$ cat config.mk
export PLATFORM = sky130hd
export DESIGN_NAME = fetch_mem_unit
export DESIGN_NICKNAME = d
export VERILOG_FILES = /design/src/rtl/fetch_mem_unit.sv
export SDC_FILE = /design/constraint.sdc
export NUM_CORES = 1
export LEC_CHECK = 0
export BUFFER_PORTS_ARGS = -buffer_cell sky130_fd_sc_hd__buf_4
export CELL_PAD_IN_SITES_DETAIL_PLACEMENT = 1
export CELL_PAD_IN_SITES_GLOBAL_PLACEMENT = 1
export CORE_MARGIN = 2
export CORE_UTILIZATION = 41
export DETAILED_ROUTE_END_ITERATION = 10
export PLACE_DENSITY = 0.9
export SYNTH_ARGS = -nofsm -noshare
export SYNTH_HDL_FRONTEND = slang
export SYNTH_SLANG_ARGS = --single-unit
$ cat constraint.sdc
create_clock -name clk -period 2.9 [get_ports clk]
set_input_delay 0.435 -clock clk [delete_from_list [all_inputs] [get_ports clk]]
set_output_delay 0.435 -clock clk [all_outputs]
set_load 0.01 [all_outputs]
$ cat src/rtl/fetch_mem_unit.sv
// Multicycle datapath front end: PC, IR, MDR and a ready/request unified memory port.
// Optional access timeout with sticky mem_err, enabled by defining FETCH_TIMEOUT_EN.
module fetch_mem_unit #(
    parameter int unsigned     XLEN           = 32,
    parameter logic [XLEN-1:0] RESET_PC       = '0,
    parameter int unsigned     TIMEOUT_CYCLES = 16
) (
    input  logic            clk,
    input  logic            rst,
    input  logic            PCwrite,
    input  logic            branch,
    input  logic            zero,
    input  logic [1:0]      PCsrc,
    input  logic            IorD,
    input  logic            IRWrite,
    input  logic            memread,
    input  logic            memwrite,
    input  logic [XLEN-1:0] alu_result,
    input  logic [XLEN-1:0] alu_out,
    input  logic [XLEN-1:0] wdata,
    input  logic [XLEN-1:0] mem_rdata,
    input  logic            mem_ready,
    output logic            mem_req,
    output logic            mem_we,
    output logic [XLEN-1:0] mem_addr,
    output logic [XLEN-1:0] mem_wdata,
    output logic [XLEN-1:0] pc,
    output logic [31:0]     instr,
    output logic [5:0]      opcode,
    output logic [XLEN-1:0] mdr,
    output logic            mem_stall,
    output logic            mem_err
);

    typedef enum logic {
        IDLE,
        BUSY
    } state_t;

    state_t          state;
    logic [XLEN-1:0] lat_addr;
    logic [XLEN-1:0] lat_wdata;
    logic            lat_we;
    logic            acc;
    logic            busy;
    logic            timeout_hit;
    logic            capture;
    logic            pc_en;
    logic [XLEN-1:0] pc_next;

    assign acc    = memread | memwrite;
    assign busy   = (state == BUSY);
    assign opcode = instr[31:26];

`ifdef FETCH_TIMEOUT_EN
    localparam int unsigned CW = $clog2(TIMEOUT_CYCLES + 1);
    logic [CW-1:0] tcnt;

    assign timeout_hit = busy & ~mem_ready & (tcnt == CW'(TIMEOUT_CYCLES - 1));
`else
    assign timeout_hit = 1'b0;
`endif

    // Port outputs are gated by rst so an in-flight request drops the moment reset asserts.
    always_comb begin
        mem_req   = rst & (busy | acc);
        mem_we    = rst & (busy ? lat_we : memwrite);
        mem_addr  = busy ? lat_addr : ((rst & IorD) ? alu_out : pc);
        mem_wdata = busy ? lat_wdata : wdata;
        mem_stall = mem_req & ~mem_ready & ~timeout_hit;
        capture   = mem_req & mem_ready & ~mem_we;
        pc_en     = (PCwrite | (branch & zero)) & ~mem_stall;
    end

    always_comb begin
        pc_next = pc;
        unique case (PCsrc)
            2'b00: pc_next = alu_result;
            2'b01: pc_next = alu_out;
            2'b10: pc_next = {pc[XLEN-1:28], instr[25:0], 2'b00};
            2'b11: pc_next = pc;
        endcase
    end

    always_ff @(posedge clk or negedge rst) begin
        if (!rst) begin
            state     <= IDLE;
            lat_addr  <= RESET_PC;
            lat_wdata <= '0;
            lat_we    <= 1'b0;
            pc        <= RESET_PC;
            instr     <= '0;
            mdr       <= '0;
            mem_err   <= 1'b0;
`ifdef FETCH_TIMEOUT_EN
            tcnt      <= '0;
`endif
        end else begin
            unique case (state)
                IDLE: begin
                    if (acc && !mem_ready) begin
                        state     <= BUSY;
                        lat_addr  <= mem_addr;
                        lat_we    <= memwrite;
                        lat_wdata <= wdata;
`ifdef FETCH_TIMEOUT_EN
                        tcnt      <= '0;
`endif
                    end
                end
                BUSY: begin
                    if (mem_ready) begin
                        state <= IDLE;
                    end else if (timeout_hit) begin
                        state   <= IDLE;
                        mem_err <= 1'b1;
                    end
`ifdef FETCH_TIMEOUT_EN
                    else begin
                        tcnt <= tcnt + 1'b1;
                    end
`endif
                end
            endcase

            if (capture) begin
                if (IRWrite) instr <= mem_rdata[31:0];
                else         mdr   <= mem_rdata;
            end

            if (pc_en) pc <= pc_next;
        end
    end

endmodule

[Word-level counts from Yosys, hierarchy flattened]
Cells that the tools add are included.
Word-level totals
  output and inout port bits: 170
  word-level logic and storage cells: 45
  input port bits: 140
  bits in registers: 162
Operators by class
  muxes and demuxes: 8
  equal/unequal tests: 3
  reduce and logical (&&, ||, !) cells: 8
  bitwise logic cells: 18
Operator list (number)
  $mux W32: 3
  $pmux W32 S3: 1
  $and A1 B1 Y1: 8
  $reduce_and A2 Y1: 4
  $not A1 Y1: 7
  $eq A2 B2 Y1 const B: 2
  $mux W1: 3
  $or A1 B1 Y1: 3
  $reduce_and A3 Y1: 1
  $eq A2 B1 Y1 const B: 1
  $logic_not A2 Y1: 1
  $pmux W1 S2: 1
  $logic_and A1 B1 Y1: 1
  $logic_not A1 Y1: 1

[Logic depth before layout (Yosys ltp)]
  depth after elaboration: 7
  gate-level depth with buffers: 7
  mapped depth without buffers: 5

[Worst setup path before layout]
No wires, ideal clock.
  path type: input-to-output
  start: input rst
  end: output mem_addr[21]
  buffers on the path: 1
  path slack: 901 ps
  cell stages on the path: 4
  data required time: 2465 ps
  arrival time: 1564 ps
  cells stage by stage: nand2_1 > clkbuf_1 > mux2_2 > mux2_2
Between the ends
  word-level cells in the longest chain between the ends: 3
RTL lines
  from (decl): line 9  | input logic rst,
  $and A1 B1 Y1: line 68  | mem_addr = busy ? lat_addr : ((rst & IorD) ? alu_out : pc);
  $mux W32 (2 in a row): line 68
  to (decl): line 25  | output logic [XLEN-1:0] mem_addr,
No other way between the ends.

[Worst setup path after layout]
  start: input rst
  end: output mem_addr[19]
The elaborated chain is that of the path after synthesis.

==> results.sh <==
export IMPL_first_pass_iters=4
export IMPL_worstPathArrival_ns=2.39
export IMPL_antenna_found_initial=0
export IMPL_crit_buf_inv=4
export IMPL_synthXorXnorAreaFrac_pct=0
export IMPL_intPower_mw=5.61
export IMPL_area_delta_synth_final_pct=39.0
export IMPL_skew_ns=0.0108
export IMPL_finalPower_mw=8.08
export IMPL_grt_max_degree=75
export IMPL_final_cells=1116
export IMPL_core_rowCount=50
export IMPL_cts_tree="built"
export IMPL_die_area_mm2=0.0203
export IMPL_p_leak_nw=5.17
export IMPL_ant_nets=0
export IMPL_yosys_area_share_simple_pct=1.99
export IMPL_synth_nets=717
export IMPL_ys_warn_count=0
export IMPL_io_pins=310
export IMPL_synth_flop_cell="dfrtp_1"
export IMPL_ys_types=28
export IMPL_cts_sinks=162
export IMPL_tns_ns=0
export IMPL_fin_nets=1014
export IMPL_drive_gt1_share_pct=68.7
export IMPL_crit_path_cell_trace="dlygate4sd3_1 -> buf_6 -> nand2_2 -> buf_12 -> mux2_2 -> mux2_2 -> buf_4"
export IMPL_power_frac_comb_pct=33.2
export IMPL_hpwl_um=17900
export IMPL_cp_data_required_time_ns=2.47
export IMPL_grt_usage_pct=24.7
export IMPL_final_max_slew_violation_count=0
export IMPL_cp_slowest_cell="dlygate4sd3_1"
export IMPL_syn_inst=574
export IMPL_port_buffer_count=308
export IMPL_die_h_um=143
export IMPL_rsz0062_at_grt="false"
export IMPL_timing_hold_ws_ns=0.213
export IMPL_h_tree_depth=4
export IMPL_synth_edff_count=0
export IMPL_wl_per_cell_um=22.4
export IMPL_initial_core_util_pct=41.9
export IMPL_crit_family="buffers and inverters"
export IMPL_yosysSeqAreaShare_pct=51.5
export IMPL_overflow=0
export IMPL_grt_pass1_vias=6715
export IMPL_clock_path_buffers=2
export IMPL_gp_congestion=0.810
export IMPL_critPathMaxFanout=32
export IMPL_max_freq_mhz=354
export IMPL_start_kind="primary input"
export IMPL_hold_viol=0
export IMPL_core_area_mm2=0.0188
export IMPL_clk_pin_slew_ns=0.06
export IMPL_avgSynthCellArea_um2=13.7
export IMPL_worst_setup_path_end_kind="output pin"
export IMPL_wirelength_um=25000
export IMPL_slew_headroom_pct=34.8
export IMPL_numCtsBuffers=17
export IMPL_grt_pass1_wl_um=38000
export IMPL_peakVddDrop_mv=0.408
export IMPL_num_antenna_cells=0
export IMPL_ys_ff_latch=162
export IMPL_drt_iter0_markers=161
export IMPL_cts_root_buf="clkbuf_16"
export IMPL_hp_class="in2reg"
export IMPL_via_count=5999
export IMPL_p_sw_mw=2.47
export IMPL_syn_area_mm2=0.00787
export IMPL_vias_per_cell=5.38
export IMPL_setup_viol=0
export IMPL_pwr_share_seq_pct=40.2
export IMPL_fin_crit_sh_pct=97.4
export IMPL_post_cts_resized=0
export IMPL_yosys_mux_area_fraction_pct=36.9
export IMPL_maxCapViolCount=0
export IMPL_pwr_share_clk_pct=26.7
export IMPL_status="finished clean"
export IMPL_tightest_slew_ns=0.979
export IMPL_critPathKind="in2out"
export IMPL_swShare_pct=30.5
export IMPL_period_minus_slack_ns=2.83
export IMPL_crit_path_frequent_cell="mux2_2"
export IMPL_dp_cells=1085
export IMPL_cpPeakStageDelay_ns=0.55
export IMPL_clk_latency_ns=0.43
export IMPL_drc=0
export IMPL_synth_fa_ha_area_share_pct=0.477
export IMPL_synth_compound_area_share_pct=5.93
export IMPL_synthArstFlopShare_pct=100
export IMPL_p_per_area_mw_per_mm2=738
export IMPL_die_x_um=143
export IMPL_synth_top_family_by_area="multiplexers"
-- sequential cells by signal, summed over array words and instances (netlist names) --
name and flops:
lat_wdata 32, instr 32, lat_we 1, pc 32, busy 1, lat_addr 32
mdr 32
-- layout by cell type, fill, tap and decap left out, types with 2 or more instances in the layout --
cell	instances
buf_4	320
mux2_2	247
dfrtp_1	161
nand2_1	27
a22oi_1	26
o21ai_0	26
clkbuf_16	17
mux2_1	10
a22o_1	6
clkinvlp_4	4
inv_1	3
clkinv_2	3
nor2b_1	2
nor2_1	2
ha_1	2
clkbuf_1	2
clkbuf_8	2
-- worst register-to-register path, delay by kind of cell (launching register included) --
family	cells	cell delay, ns
AO/OA/AOI/OAI	1	0.70
multiplexers	1	0.47
AND/OR/NAND/NOR	1	0.45
flip-flops	1	0.43
-- layout make-up --
type,instances,area (um^2)
clock buffers,21,460
clock inverters,9,83.8
fillers,1922,7820
inverters,3,11.3
multi-input cells,364,3600
flip-flops and latches,162,4060
well taps,234,293
repair buffers,323,2440
-- cell usage after synthesis (2+ instances only) --
cell type  number  area, um^2
clkbuf_1       22        82.6
nor2b_1         2        12.5
mux2_2        247        2780
a21oi_1         2        10.0
nor2_1          2        7.51
nand2_1        28         105
buf_1           2        7.51
o21ai_0        27         135
mux2_1         10         113
a22oi_1        26         195
dfrtp_1       162        4050
buf_6           3        33.8
buf_4          10        75.1
inv_1           3        11.3
buf_2           8        40.0
ha_1            3        37.5
a22o_1          6        52.6
-- power groups by stage --
stage | Clock (mW) | Sequential [mW] | Combinational [mW]
2_1_floorplan | 0 | 3.34 | 1.17
3_3_place_gp | 0 | 3.22 | 2.60
3_5_place_dp | 0 | 3.28 | 2.70
4_1_cts | 2.20 | 3.25 | 2.71
5_1_grt | 2.29 | 3.32 | 2.87
6_report | 2.16 | 3.24 | 2.68
-- stage by stage --
stage                     instance area (um^2)  worst slack, ns  util, %
final                                    10900           0.0747     58.3
after detailed placement                 10400            0.554     55.4
after global placement                   10400            0.613     55.4
after floorplan                           7870            0.901        -
after global routing                     10900           0.0139     58.3
after CTS                                10900           0.0763     58.3
-- routing by layer --
layer	up-vias	GRT usage, %	routed length, um
met2	220	44.7	13500
met4	0	8.70	569
met3	41	5.69	1320
li1	2672	-	-
met1	3066	28.6	9650
met5	-	0	0
-- final timing paths --
path	from	to	slack [ns]	cells after the start
min reg2reg	lat_addr[14]	lat_addr[14]	0.50	1
min	mem_ready	busy	0.21	2
min in group asynchronous	rst	lat_addr[4]	0.43	2
max	rst	mem_addr[19]	0.07	7
max in group asynchronous	rst	mdr[20]	1.21	3
max reg2reg	busy	mdr[24]	0.74	3
-- cells by family (layout without fill, tap and decap cells) --
family          Yosys count  count (layout)
mux                     258             258
flops                   162             162
compound gates           65              65
buf+inv                  48             356
simple gates             37              37
fa+ha+maj                 3               3
other cells               1               1
-- timing repair --
| action | CTS | global route |
|---|---|---|
| hold buffers | 1 | 0 |
| setup buffers | 0 | 0 |
| endpoints found under the hold margin | 19 | 0 |
Power figures use the tool's default switching activity.
